[src/rtl/btn_pkg.sv]
// rtl/btn_pkg.sv - shared button event definitions
// Purpose: button count, event width and event field positions shared by the
//          button controller and the MMIO decoder that reads its events.
// Ports:   none (package)
package btn_pkg;

   localparam int N_BTN         = 4;
   localparam int EVT_W         = 3;
   localparam int EVT_PRESS_BIT = 2;
   localparam int EVT_IDX_MSB   = 1;
   localparam int EVT_IDX_LSB   = 0;

   // Packs one event word: press flag above the button index.
   function automatic logic [EVT_W-1:0] make_evt(input logic press, input logic [1:0] idx);
      logic [EVT_W-1:0] evt;
      evt                          = '0;
      evt[EVT_PRESS_BIT]           = press;
      evt[EVT_IDX_MSB:EVT_IDX_LSB] = idx;
      return evt;
   endfunction

endpackage

[src/rtl/btn_evt_fifo.sv]
// rtl/btn_evt_fifo.sv - synchronous event FIFO
// Purpose: holds queued button events between the arbiter and the consumer.
// Ports:   CLK, nrst (async active-low), push/din write side, pop/dout read
//          side, full/empty status. Push while full and pop while empty are
//          ignored; simultaneous push and pop leave the count unchanged.
module btn_evt_fifo
   import btn_pkg::*;
#(
   parameter int FIFO_DEPTH = 4
) (
   input  logic             CLK,
   input  logic             nrst,
   input  logic             push,
   input  logic [EVT_W-1:0] din,
   input  logic             pop,
   output logic [EVT_W-1:0] dout,
   output logic             full,
   output logic             empty
);

   localparam int AW = $clog2(FIFO_DEPTH);
   localparam logic [AW:0] DEPTH_C = (AW+1)'(FIFO_DEPTH);

   logic [EVT_W-1:0] r_mem [FIFO_DEPTH];
   logic [AW-1:0]    r_wr_ptr;
   logic [AW-1:0]    r_rd_ptr;
   logic [AW:0]      r_count;
   logic             w_do_push;
   logic             w_do_pop;

   assign full      = (r_count == DEPTH_C);
   assign empty     = (r_count == '0);
   assign w_do_push = push && !full;
   assign w_do_pop  = pop && !empty;
   assign dout      = r_mem[r_rd_ptr];

   // Depth is a power of two, so the pointers wrap by natural overflow.
   always_ff @(posedge CLK or negedge nrst) begin
      if (!nrst) begin
         r_wr_ptr <= '0;
         r_rd_ptr <= '0;
         r_count  <= '0;
         for (int i = 0; i < FIFO_DEPTH; i++) r_mem[i] <= '0;
      end else begin
         if (w_do_push) begin
            r_mem[r_wr_ptr] <= din;
            r_wr_ptr        <= r_wr_ptr + 1'b1;
         end
         if (w_do_pop) r_rd_ptr <= r_rd_ptr + 1'b1;
         if (w_do_push && !w_do_pop)      r_count <= r_count + 1'b1;
         else if (w_do_pop && !w_do_push) r_count <= r_count - 1'b1;
      end
   end

endmodule

[src/rtl/btn_event_ctrl.sv]
// rtl/btn_event_ctrl.sv - debounced button press/release event queue
// Purpose: synchronizes and debounces four raw buttons, arbitrates accepted
//          level changes round-robin into an event FIFO, flags lost events.
// Ports:   CLK, nrst (async active-low); btn raw inputs; btn_state debounced
//          levels; evt_valid/evt_code/evt_ready consumer handshake
//          (code = {press, index}); overflow sticky loss flag, clr_ovf clear.
module btn_event_ctrl
   import btn_pkg::*;
#(
   parameter int DB_BITS    = 21,
   parameter int FIFO_DEPTH = 4
) (
   input  logic             CLK,
   input  logic             nrst,
   input  logic [N_BTN-1:0] btn,
   output logic [N_BTN-1:0] btn_state,
   output logic             evt_valid,
   output logic [EVT_W-1:0] evt_code,
   input  logic             evt_ready,
   output logic             overflow,
   input  logic             clr_ovf
);

   // Acceptance happens on the DB_MAX-th consecutive mismatch cycle.
   localparam logic [DB_BITS-1:0] DB_MAX_M1 = {1'b0, {(DB_BITS-1){1'b1}}};

   logic [N_BTN-1:0] r_sync1;
   logic [N_BTN-1:0] r_sync2;
   logic [1:0]       r_rr;
   logic             r_ovf;

   logic [N_BTN-1:0] w_state;
   logic [N_BTN-1:0] w_pending;
   logic [N_BTN-1:0] w_ptype;
   logic [N_BTN-1:0] w_accept;
   logic [N_BTN-1:0] w_grant_oh;
   logic [1:0]       w_grant_idx;
   logic [1:0]       w_cand;
   logic             w_found;
   logic             w_push;
   logic             w_full;
   logic             w_empty;
   logic             w_lost;
   logic [EVT_W-1:0] w_din;

   always_ff @(posedge CLK or negedge nrst) begin
      if (!nrst) begin
         r_sync1 <= '0;
         r_sync2 <= '0;
      end else begin
         r_sync1 <= btn;
         r_sync2 <= r_sync1;
      end
   end

   for (genvar gi = 0; gi < N_BTN; gi++) begin : g_db
      logic [DB_BITS-1:0] r_cnt;
      logic               r_state;
      logic               r_pending;
      logic               r_ptype;

      assign w_accept[gi]  = (r_sync2[gi] != r_state) && (r_cnt == DB_MAX_M1);
      assign w_state[gi]   = r_state;
      assign w_pending[gi] = r_pending;
      assign w_ptype[gi]   = r_ptype;

      always_ff @(posedge CLK or negedge nrst) begin
         if (!nrst) begin
            r_cnt     <= '0;
            r_state   <= 1'b0;
            r_pending <= 1'b0;
            r_ptype   <= 1'b0;
         end else begin
            if (r_sync2[gi] == r_state) begin
               r_cnt <= '0;
            end else if (r_cnt == DB_MAX_M1) begin
               r_cnt   <= '0;
               r_state <= r_sync2[gi];
            end else begin
               r_cnt <= r_cnt + 1'b1;
            end
            // A fresh acceptance outranks the grant of the previous event;
            // when both coincide the old event is pushed and the new one stays.
            if (w_accept[gi]) begin
               r_pending <= 1'b1;
               r_ptype   <= r_sync2[gi];
            end else if (w_grant_oh[gi]) begin
               r_pending <= 1'b0;
            end
         end
      end
   end

   // Round-robin search starting at r_rr; full comes from the registered count.
   always_comb begin
      w_grant_oh  = '0;
      w_grant_idx = r_rr;
      w_cand      = r_rr;
      w_found     = 1'b0;
      for (int k = 0; k < N_BTN; k++) begin
         w_cand = r_rr + 2'(k);
         if (!w_found && w_pending[w_cand]) begin
            w_found     = 1'b1;
            w_grant_idx = w_cand;
         end
      end
      if (w_found && !w_full) w_grant_oh[w_grant_idx] = 1'b1;
   end

   assign w_push = w_found && !w_full;
   assign w_din  = make_evt(w_ptype[w_grant_idx], w_grant_idx);

   // An event is lost only if its pending slot is overwritten without being pushed.
   assign w_lost = |(w_accept & w_pending & ~w_grant_oh);

   always_ff @(posedge CLK or negedge nrst) begin
      if (!nrst) begin
         r_rr  <= '0;
         r_ovf <= 1'b0;
      end else begin
         if (w_push) r_rr <= w_grant_idx + 1'b1;
         if (w_lost)       r_ovf <= 1'b1;
         else if (clr_ovf) r_ovf <= 1'b0;
      end
   end

   btn_evt_fifo #(
      .FIFO_DEPTH (FIFO_DEPTH)
   ) u_fifo (
      .CLK   (CLK),
      .nrst  (nrst),
      .push  (w_push),
      .din   (w_din),
      .pop   (evt_valid && evt_ready),
      .dout  (evt_code),
      .full  (w_full),
      .empty (w_empty)
   );

   assign evt_valid = !w_empty;
   assign btn_state = w_state;
   assign overflow  = r_ovf;

endmodule

[config.mk]
export PLATFORM = sky130hd
export DESIGN_NAME = btn_event_ctrl
export DESIGN_NICKNAME = d
export VERILOG_FILES = /design/src/rtl/btn_pkg.sv /design/src/rtl/btn_evt_fifo.sv /design/src/rtl/btn_event_ctrl.sv
export SDC_FILE = /design/constraint.sdc
export NUM_CORES = 1
export LEC_CHECK = 0
export BUFFER_PORTS_ARGS = -buffer_cell sky130_fd_sc_hd__buf_2
export CAP_MARGIN = 10
export CORE_MARGIN = 3
export CORE_UTILIZATION = 48
export DETAILED_ROUTE_END_ITERATION = 10
export GPL_TIMING_DRIVEN = 0
export PLACE_DENSITY = 0.62
export SLEW_MARGIN = 20
export SYNTH_ARGS = -nofsm -noshare
export SYNTH_HDL_FRONTEND = slang
export SYNTH_HIERARCHICAL = 1
export SYNTH_SLANG_ARGS = --single-unit
[constraint.sdc]
create_clock -name CLK -period 3.35 [get_ports CLK]
set_input_delay 0.67 -clock CLK [delete_from_list [all_inputs] [get_ports CLK]]
set_output_delay 0.67 -clock CLK [all_outputs]
set_load 0.02 [all_outputs]
# Yosys cells after proc, flatten, opt, wreduce, memory -nomap -nowiden
# Cells that the tools add are included.
totals:
  ff_bits: 126
  out_inout_bits: 9
  word_cells: 150
classes:
  addsub: 12
  magnitude_cmp: 9
  n_eq_ne: 13
  mux: 46
  bitwise_logic: 9
  n_reduce_logical: 34
op_table:
  columns: ["operator", "n"]
  rows:
  - ["$mux W21", 8]
  - ["$add A21 B1 Y21 const B", 4]
  - ["$eq A21 B20 Y1 const B", 4]
  - ["$mux W1", 20]
  - ["$logic_and A1 B1 Y1", 15]
  - ["$lt A2 B3 Y1 const B", 5]
  - ["$mux W3", 5]
  - ["$bwmux W12", 1]
  - ["$reduce_bool A2 Y1", 6]
  - ["$bmux W1 S2", 5]
  - ["$add A2 B1 Y2 const B", 4]
  - ["$and A4 B4 Y4", 2]
  - ["$reduce_and A2 Y1", 4]
  - ["$logic_not A1 Y1", 7]
  - ["$bmux W3 S2", 1]
  - ["$demux W3 S2", 1]
  - ["$ge A3 B3 Y1 const B", 2]
  - ["$mux W2", 3]
  - ["$not A2 Y3", 2]
  - ["$add A2 B2 Y2 const B", 2]
  - ["$eq A1 B1 Y1", 4]
  - ["$mux W4", 1]
  - ["$ne A1 B1 Y1", 4]
  - ["$not A1 Y1", 4]
  - ["other kinds (9)", 9]

# Depth between registers and ports, before layout
# Gate-level depths: netlist of run 1.
logic_depth:
  word_depth: 21
  mapped_depth: 10
  mapped_depth_nobuf: 9

# Hierarchy
# Netlist of run 1, hierarchy kept.
modules_own_cells:
  columns: ["module", "n_inst", "cells_each", "area_each_um2", "seq_area_each_um2"]
  rows:
  - ["btn_event_ctrl", 1, 484, 4917.2, 2577.5]
  - ["btn_evt_fifo", 1, 66, 928.4, 475.5]

# Worst setup path after synthesis of run 1
# Ideal clock, no wire load.
synth_path:
  path_type: "register to register"
  startpoint: "register u_fifo.r_count[2]"
  endpoint: "register u_fifo.r_count[2]"
  setup_time_ps: 79
  arrival_time_ps: 2177
  required_time_ps: 3271
  setup_slack_ps: 1094
  stages_incl_launch_ff: 10
  n_path_buf: 0
  synth_period_minus_slack_ps: 2256
  cell_sequence: "dfrtp_1 > nor3b_4 > nor2_1 > nor2b_1 > ha_1 > inv_1 > fa_1 > xor2_1 > nor2_1 > xor2_1"
synth_between:
  elab_chain_cells: 7
synth_lines:
  columns: ["element", "line", "source"]
  rows:
  - ["from (decl)", "btn_evt_fifo.sv:27", "logic [AW:0] r_count;"]
  - ["from (signal assigned)", "btn_evt_fifo.sv:50", "if (w_do_push && !w_do_pop) r_count <= r_count + 1'b1;"]
  - ["from (signal assigned)", "btn_evt_fifo.sv:51", "else if (w_do_pop && !w_do_push) r_count <= r_count - 1'b1;"]
  - ["$eq A3 B3 Y1 *", "btn_evt_fifo.sv:31", "assign full = (r_count == DEPTH_C);"]
  - ["via w_full", "btn_event_ctrl.sv:41", "logic w_full;"]
  - ["$logic_not A1 Y1 *", "btn_event_ctrl.sv:110", "assign w_push = w_found && !w_full;"]
  - ["$logic_and A1 B1 Y1 *", "btn_event_ctrl.sv:110", null]
  - ["via w_push", "btn_event_ctrl.sv:40", "logic w_push;"]
  - ["$logic_and A1 B1 Y1 *", "btn_evt_fifo.sv:33", "assign w_do_push = push && !full;"]
  - ["via u_fifo.w_do_push", "btn_evt_fifo.sv:28", "logic w_do_push;"]
  - ["$logic_not A1 Y1", "btn_evt_fifo.sv:51", null]
  - ["$logic_and A1 B1 Y1", "btn_evt_fifo.sv:51", null]
  - ["$reduce_bool A2 Y1 (no source line)", null, null]
# Mark *: on every way through the listed nets, which the timed path passes. The rest lies on a longest branch. The select of a mux whose other input is x is not followed.
# A chain may end at the register's enable or synchronous reset.

# Final worst setup path of run 1
# Same ends and word-level chain as after synthesis.

==> results of run 1 <==
## logic make-up after synthesis
family / count (synthesis)
and+or+nand+nor: 252
DFF: 122
xor gates and xnor gates: 85
buffers and inverters: 33
AOI/OAI and AO/OA: 24
muxes: 24
adders and majority gates: 10
## cell usage after synthesis (8+ instances only)
cell / n / area (um^2)
nand3_1: 29 / 145
nor2_1: 104 / 390
xor2_1: 50 / 438
nand2_1: 37 / 139
nand4_1: 23 / 144
and3_1: 11 / 68.8
mux2_2: 18 / 203
xnor2_1: 35 / 307
ha_1: 9 / 113
and4_1: 8 / 70.1
inv_1: 17 / 63.8
buf_4: 8 / 60.1
nor3_1: 9 / 45.0
dfrtp_1: 122 / 3050
## worst max-delay path, stage by stage (launching register included)
cell	delay (ns)
dfrtp_1	0.40
nor3b_4	0.19
nor2_1	0.45
nor2b_1	0.34
ha_1	0.25
inv_1	0.06
fa_1	0.37
xor2_1	0.16
nor2_1	0.12
xor2_1	0.15
## sequential cells by signal, summed over array words and instances, names as in the netlist
name and flops:
g_db.r_cnt 84, g_db.r_pending 4, g_db.r_state 4, overflow 1, r_rr 2, r_sync1 4
r_sync2 4, u_fifo/r_count 3, u_fifo/r_mem 12, u_fifo/r_rd_ptr 2, u_fifo/r_wr_ptr 2
## power groups by stage
stage | combinational [mW] | sequential, mW | clock, mW
after floorplan | 0.178 | 1.60 | 0
after global placement | 0.244 | 1.61 | 0
after detailed placement | 0.261 | 1.61 | 0
after CTS | 0.263 | 1.58 | 1.80
after global routing | 0.291 | 1.59 | 1.85
final | 0.255 | 1.58 | 1.74
## final cells by class
class	count	area (um^2)
fill	977	4950
sequential	122	3050
multi-input combinational	395	2610
clock buffer	24	512
tap	143	179
buffer	16	124
timing repair buffer	17	114
clock inverter	8	65.1
inverter	17	63.8
## layer usage
layer  GRT usage  vias up
met5           0        -
met4       0.104        0
met3      0.0399       18
met2       0.275       59
met1       0.225     1938
li1            -     1944
## placed cells by master, fill, tap and decap left out, drive strengths merged, types with 2 or more instances in the layout
master	n
mux2	18
clkinv	7
nand3	29
buf	29
mux4	3
inv	17
xor2	50
xnor2	35
clkbuf	28
or2	2
nor2	104
and4	9
nand2b	5
nor3	9
mux2i	3
nor3b	2
and3	12
ha	9
nand2	37
o21ai	3
dfrtp	122
nor2b	6
a21oi	5
nand4	24
or3	2
nor4	7
## through the flow
step,worst slack [ns],util,hold WS (ns),std cells,power (mW)
4_1_cts,0.758,0.576,0.272,742,3.64
3_5_place_dp,0.826,0.526,0.336,710,1.87
2_1_floorplan,1.09,-,0.331,550,1.77
6_report,0.779,0.576,0.261,742,3.58
5_1_grt,0.585,0.576,0.303,742,3.74
3_3_place_gp,0.0724,0.523,0.336,709,1.85
## final timing paths
path	from	endpoint	slack [ns]
worst max-delay path	u_fifo/r_count[2]$_DFFE_PN0P_	u_fifo/r_count[2]$_DFFE_PN0P_	0.78
min in group CLK	r_sync1[1]$_DFF_PN0_	r_sync2[1]$_DFF_PN0_	0.35
worst min register to register	r_sync1[1]$_DFF_PN0_	r_sync2[1]$_DFF_PN0_	0.35
worst max register to register	u_fifo/r_count[2]$_DFFE_PN0P_	u_fifo/r_count[2]$_DFFE_PN0P_	0.78
max in group asynchronous	nrst	g_db[0].r_cnt[15]$_DFF_PN0_	2.38
worst min-delay path	nrst	g_db[2].r_cnt[8]$_DFF_PN0_	0.26
==> qor.yml, run 1 <==
status:
  status: "finished, final reports clean"
clocking:
  cts.sinks: 122
  hold_buffers: 0
  post_cts_buffers: 0
  insertion_delay_ns: 0.42
  cts_tree: "done"
  clk_path_buf_depth: 2
  cts_made_buffers: 17
  cts_root_buf: "clkbuf_16"
  htree_levels: 4
  clk_pin_slew_worst_paths_ns: 0.05
  cts_resized: 0
grt:
  grt_pass1_vias: 4030
  grt_pass1_wl_mm: 18.5
  antenna_found_initial: 0
  overflow: 0
  grt_max_degree: 68
  gr-usage-all-layers: 0.176
detailed_routing:
  vias: 3959
  dr.first_iter.drc_count: 122
  routed_wirelength_mm: 10.4
  dr.pass1.iters: 5
  via_per_inst: 5.34
  top_layer: "met4"
  ant_nets: 0
  drt-wirelength-per-cell_um: 14.0
  route.met2.wl_mm: 4.92
  route.met3.wl_um: 316
  wirelength_met1_mm: 4.90
  drc: 0
die:
  die_x_um: 116
  row_count: 39
  die_y_um: 116
  initial_core_util: 0.501
  core_area_um2: 11700
  io-pin-count: 17
  dieArea_um2: 13500
finish:
  drive_gt1_frac: 0.157
  area_delta_synth_final_pct: 14.9
  n_antenna_cell: 0
  design_area_um2: 6720
  fin_nets: 604
yosys:
  synthArstFlopShare: 1.00
  syn_area_um2: 5850
  synth.distinct_cells: 57
  synthXorXnorAreaFrac: 0.127
  syn_avg_cell_area_um2: 10.6
  synthesis.nets: 568
  synth_seq_area_share: 0.522
  synth_top_family_by_area: "simple AND/OR/NAND/NOR gates"
  synth_edf_count: 0
  synth_mux_area_frac: 0.0514
  synthSimpleGateAreaFrac: 0.214
  synth-compound-area-share: 0.0306
  yosys_warnings: 6
  synthCells: 550
  ys.flop_type: "dfrtp_1"
  synth_adder_area_share: 0.0227
  synth_seq_cells: 122
timing:
  finalClockSkew_ns: 0.00507
  worstMarginPinSlew_ns: 0.881
  finalSetupTns_ns: 0
  fmax_mhz: 389
  timing.final.crit_share: 0.767
  finalHoldViolCount: 0
  setup_viol: 0
  drv_slew: 0
  finalCriticalPeriod_ns: 2.57
  slew_headroom: 0.411
  rsz0062_at_grt: "false"
power:
  internal-power_mw: 2.77
  p_clk_frac: 0.487
  seqPwrFrac: 0.442
  cellPowerDensity_nw_per_um2: 533
  p_leak_nw: 3.02
  peakVddDrop_mv: 0.311
  sw_frac_of_total: 0.228
  switching_power_mw: 0.817
  power_frac_comb: 0.071
placed_design:
  placed_area_um2: 6140
  portBuffers: 16
  gp_congestion: 0.819
  dp_hpwl_mm: 6.94
worst_setup_path:
  crit_fanout: 9
  r2r.worst_path.cells: 9
  cp.arrival_ns: 2.91
  critical_path_class: "reg2reg"
  worstSetupStartpointType: "register"
  cp-end-kind: "register"
  cp_data_required_time_ns: 3.69
worst_hold_path:
  hold_class: "in2async"
run:
  cap_violations: 0
Power figures use the tool's default switching activity.
==> run 2: changes to the inputs <==
PLACE_DENSITY = 0.65   (was 0.62)
clock period = 2.35 ns   (was 3.35 ns; I/O delays follow)
==> run 2 against run 1 <==
  * Setup slack got worse by 0.69 ns
  * Critical path depth decreased by 6
  * Sequential cell count unchanged
  * Die area unchanged
  * First-iteration DRC count increased by 57%
  * Critical path type is now reg2out
  * Critical endpoint is now evt_code[0]
  * Sequential share of layout area decreased by 0.52 points
==> qor.yml, run 2 (synthesized netlist as in run 1, its figures left out) <==
grt:
  grt_max_degree: 68  # unchanged
  gr-usage-all-layers: 0.175  # -0.00116
  overflow: 0  # unchanged
  grt_pass1_wl_mm: 18.6  # +0.49%
  antenna_found_initial: 0  # unchanged
  grt_pass1_vias: 4037  # +0.17%
die:
  dieArea_um2: 13500  # unchanged
  core_area_um2: 11700  # unchanged
  die_x_um: 116  # unchanged
  die_y_um: 116  # unchanged
  io-pin-count: 17  # unchanged
  initial_core_util: 0.501  # unchanged
  row_count: 39  # unchanged
finish:
  fin_nets: 608  # +0.66%
  layout_commonest_cell: "dfrtp_1"
  n_antenna_cell: 0  # unchanged
  final_cell_mix: "dfrtp_1 (122), nor2_1 (102), xor2_1 (50)"
  final_util: 0.582  # +0.00665
  largest_reg_flops: 84  # unchanged
  top_register: "g_db.r_cnt"
  area_delta_synth_final_pct: 16.2
  top_regs: "g_db.r_cnt x84, u_fifo/r_mem x12"
  drive_gt1_frac: 0.174  # +0.0175
  fin_cells: 745  # +0.40%
timing:
  slew_headroom: 0.395  # -0.0155
  finalHoldViolCount: 0  # unchanged
  worstMarginPinSlew_ns: 0.900  # +0.0196 ns
  setup_ws_ns: 0.0873  # -0.692 ns
  finalSetupTns_ns: 0  # unchanged
  finalClockSkew_ns: 0.00656  # +0.00149 ns
  fin_worst_hold_slack_ns: 0.0169  # -0.244 ns
  timing.final.crit_share: 0.963
  finalCriticalPeriod_ns: 2.26
  setup_viol: 0  # unchanged
  fmax_mhz: 442
  drv_slew: 0  # unchanged
clocking:
  cts_made_buffers: 17  # unchanged
  cts_root_buf: "clkbuf_16"
  insertion_delay_ns: 0.41  # about the same
  cts.sinks: 122  # unchanged
  clk_pin_slew_worst_paths_ns: 0.05  # about the same
  clk_path_buf_depth: 2  # unchanged
  htree_levels: 4  # unchanged
  cts_tree: "done"
  hold_buffers: 0  # unchanged
worst_setup_path:
  r2r.worst_path.cells: 8  # -1
  r2r_slack_ns: 0.09  # -0.69 ns
  worstSetupStartpointType: "register"
  critical_path_class: "reg2out"
  cp_data_required_time_ns: 1.88  # -1.81 ns
  regToRegStartpoint: "g_db[1].r_pending$_DFFE_PN0P_"
  startpoint: "u_fifo/r_rd_ptr[0]$_DFFE_PN0P_"
  crit_fanout: 5  # -4
  timing.rr.end: "u_fifo/r_count[1]$_DFFE_PN0P_"
  cp.arrival_ns: 1.79  # -1.12 ns
  cp-end-kind: "primary output"
power:
  cellPowerDensity_nw_per_um2: 761  # +43%
  p_leak_nw: 3.05  # +1.0%
  peakVddDrop_mv: 0.559  # +80%
detailed_routing:
  dr.pass1.iters: 4  # -1
  vias: 3974  # +0.38%
  drt-wirelength-per-cell_um: 14.4  # +2.7%
  ant_nets: 0  # unchanged
  dr.first_iter.drc_count: 192  # +57%
  via_per_inst: 5.33  # about the same
  routed_wirelength_mm: 10.7  # +3.2%
  drc: 0  # unchanged
run:
  cap_violations: 0  # unchanged
worst_hold_path:
  hold_class: "in2async"
placed_design:
  portBuffers: 16  # unchanged
  post-place-cells: 710  # unchanged
  gp_congestion: 0.836  # +2.1%
  post-place-ws_ns: -0.161  # -0.987 ns
  dp_hpwl_mm: 7.24  # +4.2%
status:
  status: "finished, final reports clean"
-- run 2: changes by cell type in the layout (fill, tap and decap cells not counted), sizes merged --
cell and delta:
buf +4, bufinv +1, clkbuf -1, clkinv -2
clkinvlp +1
-- run 2: worst max-delay path: stages (launching register included) --
cell,delay (ns)
dfrtp_1,0.31
clkbuf_1,0.32
mux4_2,0.57
buf_2,0.18
-- run 2: how the worst max path moves through the flow --
| stage | endpoint |
|---|---|
| 5_1_grt | u_fifo/r_count[2]$_DFFE_PN0P_ |
| 3_5_place_dp | u_fifo/r_count[2]$_DFFE_PN0P_ |
| 4_1_cts | g_db[1].r_cnt[17]$_DFF_PN0_ |
| 6_report | evt_code[0] |
| 2_1_floorplan | u_fifo/r_count[2]$_DFFE_PN0P_ |
| 3_3_place_gp | g_db[3].r_cnt[8]$_DFF_PN0_ |
-- run 2: power breakdown --
group          total, mW  switching (mW)  leakage [nW]  internal (mW)
combinational      0.379           0.207          1.10          0.172
clock               2.53           0.871         0.289           1.66
sequential          2.26          0.0876          1.66           2.17
total               5.17            1.17          3.05           4.00
-- run 2: timing repair --
item / CTS / global route
resized for setup: 3 / 8
pin swaps: 1 / 2
setup buffers: 1 / 3
setup endpoints to repair: 6 / 34
-- run 2: final cells by class --
type	instances	area, um^2
clock inverters	8	92.6
fillers	990	4870
well taps	143	179
multi-input cells	395	2650
plain buffers	16	124
repair buffers	21	144
flip-flops and latches	122	3050
inverters	17	63.8
clock buffers	23	488
-- run 2: per-layer routing --
metal | track usage | share of wire | up-vias
met3 | 0.0534 | 0.025 | 15
met4 | 0.0526 | 0.0087 | 0
met2 | 0.300 | 0.51 | 41
li1 | - | - | 1946
met1 | 0.213 | 0.45 | 1972
met5 | 0 | 0 | -
-- run 2: stage by stage --
stage / cell area [um^2] / total power [mW]
4_1_cts: 6740 / 5.23
3_3_place_gp: 6100 / 2.63
5_1_grt: 6790 / 5.39
3_5_place_dp: 6140 / 2.66
6_report: 6790 / 5.17
2_1_floorplan: 5850 / 2.53
==> run 3: changes to the inputs <==
ABC_AREA = 1   (was not set)
PLACE_DENSITY = 0.64   (was 0.65)
==> run 3 against run 2 <==
  * Clock-buffer cell count grew 1
  * Synthesized area grew 11%
  * Core utilization grew 1.1 points
  * Sequential power shrank 5%
  * Largest cell class unchanged
==> qor.yml, run 3 <==
detailed_routing:
  drt-wirelength-per-cell_um: 12.8  # -11%
  via_per_inst: 5.04  # -5.6%
  dr.pass1.iters: 5  # +1
  routed_wirelength_mm: 12.9  # +20%
  dr.first_iter.drc_count: 271  # +41%
  vias: 5076  # +28%
  drc: 0  # unchanged
  ant_nets: 0  # unchanged
finish:
  top_regs: "g_db.r_cnt x84, u_fifo/r_mem x12"
  design_area_um2: 7640  # +13%
  fin_nets: 842  # +38%
  fin_cells: 1008  # +35%
  layout_commonest_cell: "nand2_1"
  drive_gt1_frac: 0.202  # +0.0277
  area_delta_synth_final_pct: 18.1
  final_util: 0.594  # +0.0112
  final_cell_mix: "nand2_1 (158), dfrtp_1 (122), nor2_1 (103)"
  top_register: "g_db.r_cnt"
  largest_reg_flops: 84  # unchanged
  n_antenna_cell: 0  # unchanged
worst_setup_path:
  cp.arrival_ns: 2.63  # +0.84 ns
  r2r_slack_ns: 0.03  # -0.06 ns
  crit_fanout: 4  # -1
  critical_path_class: "reg2reg"
  cp-end-kind: "register"
  crit_path_cell_trace: "buf_4 -> nand2_1 -> nand2_2 -> nand2_2 -> nand2_4 -> nand3_2 -> o21bai_4 -> inv_2 -> nand2_4 -> inv_4 -> ha_4 -> inv_4 -> fa_2 -> nand2_2 -> nand3_2 -> nand2_2 -> nand2_1"
  crit_top_cell: "nand2_2"
  worst-path-buf-inv: 4  # +2
  slowest_delay_ns: 0.44  # -0.13 ns
  cpLargestDelayFamily: "simple AND/OR/NAND/NOR gates"
  cp_slowest_cell: "dfrtp_1"
  cp_data_required_time_ns: 2.66  # +0.78 ns
  worstSetupStartpointType: "register"
yosys:
  synth_edf_count: 0  # unchanged
  synth_seq_cells: 122  # unchanged
  syn_area_um2: 6470  # +11%
  ys.flop_type: "dfrtp_1"
  synth_most_common_cell: "nand2_1"
  synthTopCellsByCount: "nand2_1 (165), dfrtp_1 (122), nor2_1 (103)"
  synth_top_area_cell: "dfrtp_1"
  synthCells: 766  # +39%
  synth.distinct_cells: 46  # -19%
  syn_avg_cell_area_um2: 8.45  # -21%
  synthesis.nets: 784  # +38%
  ys_top_cells_by_area: "dfrtp_1 (47%), nand2_1 (9.6%), nor2_1 (6.0%)"
  synth_top_area_frac: 0.472  # -0.0504
  synthArstFlopShare: 1.00  # unchanged
  synth_seq_area_share: 0.472  # -0.0504
  yosys_warnings: 6  # unchanged
timing:
  setup_ws_ns: 0.0310  # -0.0563 ns
  slew_headroom: 0.645  # +0.249
  drv_slew: 0  # unchanged
  timing.final.crit_share: 0.987  # +0.0240
  fin_worst_hold_slack_ns: 0.163  # +0.146 ns
  fmax_mhz: 431  # -2.4%
  setup_viol: 0  # unchanged
  finalCriticalPeriod_ns: 2.32  # +0.0563 ns
  worstMarginPinSlew_ns: 0.533  # -0.367 ns
  finalClockSkew_ns: 0.00593  # -0.000636 ns
  finalHoldViolCount: 0  # unchanged
die:
  row_count: 41  # +5.1%
  core_area_um2: 12900  # +10%
  io-pin-count: 17  # unchanged
  die_x_um: 122  # +4.9%
  dieArea_um2: 14900  # +10%
  die_y_um: 122  # +4.9%
  initial_core_util: 0.502  # +0.00124
placed_design:
  post-place-cells: 955  # +35%
  dp_hpwl_mm: 8.82  # +22%
  post-place-ws_ns: -0.229  # -0.0674 ns
  placed_area_um2: 6810  # +11%
  gp_congestion: 0.856  # +2.4%
  portBuffers: 16  # unchanged
grt:
  grt_pass1_vias: 5035  # +25%
  antenna_found_initial: 0  # unchanged
  grt_pass1_wl_mm: 22.4  # +20%
  gr-usage-all-layers: 0.188  # +0.0135
  grt_max_degree: 75  # +10%
  overflow: 0  # unchanged
power:
  cellPowerDensity_nw_per_um2: 647  # -15%
  peakVddDrop_mv: 0.550  # -1.6%
  p_leak_nw: 3.52  # +15%
clocking:
  insertion_delay_ns: 0.41  # about the same
  cts_root_buf: "clkbuf_16"
  clk_pin_slew_worst_paths_ns: 0.05  # about the same
  htree_levels: 4  # unchanged
  cts_tree: "done"
  clk_path_buf_depth: 2  # unchanged
  cts_made_buffers: 17  # unchanged
  cts.sinks: 122  # unchanged
status:
  status: "finished, final reports clean"
worst_hold_path:
  hold_class: "in2reg"
run:
  cap_violations: 0  # unchanged
[run 3: cell types whose count changed after synthesis, sizes merged, moves of 20 or more]
cell,delta
xnor2,-20
nand2,+156
nand3,+29
xor2,-25
inv,+59
nor3,+28
[run 3: final cells by class]
type                    count  area [um^2]
clock buffers              24          502
well taps                 172          215
multi-input cells         549         3050
fillers                  1107         5230
repair buffers             40          289
flip-flops and latches    122         3050
plain buffers              15          114
inverters                  79          313
clock inverters             7          113
[run 3: worst register-to-register path: stages (launching register included)]
cell	delay, ns
dfrtp_1	0.44
buf_4	0.16
nand2_1	0.08
nand2_2	0.10
nand2_2	0.10
nand2_4	0.08
nand3_2	0.09
o21bai_4	0.08
inv_2	0.10
nand2_4	0.06
inv_4	0.06
ha_4	0.15
inv_4	0.04
fa_2	0.40
nand2_2	0.10
nand3_2	0.07
nand2_2	0.06
nand2_1	0.05
[run 3: where the power goes]
part           switching, mW  internal [mW]  leakage [nW]
clock network          0.882           1.80         0.302
logic                 0.0885         0.0343          1.54
registers             0.0153           2.13          1.68
[run 3: metal layers]
layer,global-route usage,vias to the layer above,wire (um)
met5,0,-,0
met4,0.0574,0,104
met3,0.0501,10,441
met2,0.315,67,6280
met1,0.240,2407,6040
li1,-,2592,-
[run 3: kinds of logic (layout without fill, tap and decap cells)]
family | Yosys count | after routing | share of synthesized area
buffers and inverters | 95 | 165 | 0.0648
AOI/OAI and AO/OA | 45 | 45 | 0.0398
and+or+nand+nor | 451 | 451 | 0.344
DFF | 122 | 122 | 0.472
adders and majority gates | 10 | 10 | 0.0205
xor gates and xnor gates | 40 | 40 | 0.0541
muxes | 3 | 3 | 0.00522
[run 3: timing repair]
item | CTS | global route
gates resized for setup | 2 | 16
buffers inserted | 11 | 10
hold buffers | 1 | 0
gates cloned | 0 | 1
endpoints found under the setup margin | 2 | 6
hold endpoints to repair | 2 | 0
pin swaps | 8 | 15
[run 3: stage by stage]
| stage | setup TNS, ns | power [mW] |
|---|---|---|
| floorplan | 0 | 2.23 |
| global placement | -89.13 | 2.29 |
| detailed placement | -0.433 | 2.30 |
| CTS | -0.0349 | 5.01 |
| global route | -0.0914 | 5.11 |
| finish | 0 | 4.94 |
[run 3: final timing paths]
| check | startpoint | depth (start not counted) | endpoint |
|---|---|---|---|
| setup / recovery | r_rr[0]$_DFFE_PN0N_ | 17 | u_fifo/r_count[2]$_DFFE_PN0P_ |
| max in group asynchronous | nrst | 3 | g_db[3].r_cnt[18]$_DFF_PN0_ |
| setup reg to reg | r_rr[0]$_DFFE_PN0N_ | 17 | u_fifo/r_count[2]$_DFFE_PN0P_ |
| hold reg to reg | r_sync1[0]$_DFF_PN0_ | 0 | r_sync2[0]$_DFF_PN0_ |
| hold / removal | btn[2] | 1 | r_sync1[2]$_DFF_PN0_ |
| min in group asynchronous | nrst | 2 | u_fifo/r_rd_ptr[0]$_DFFE_PN0P_ |
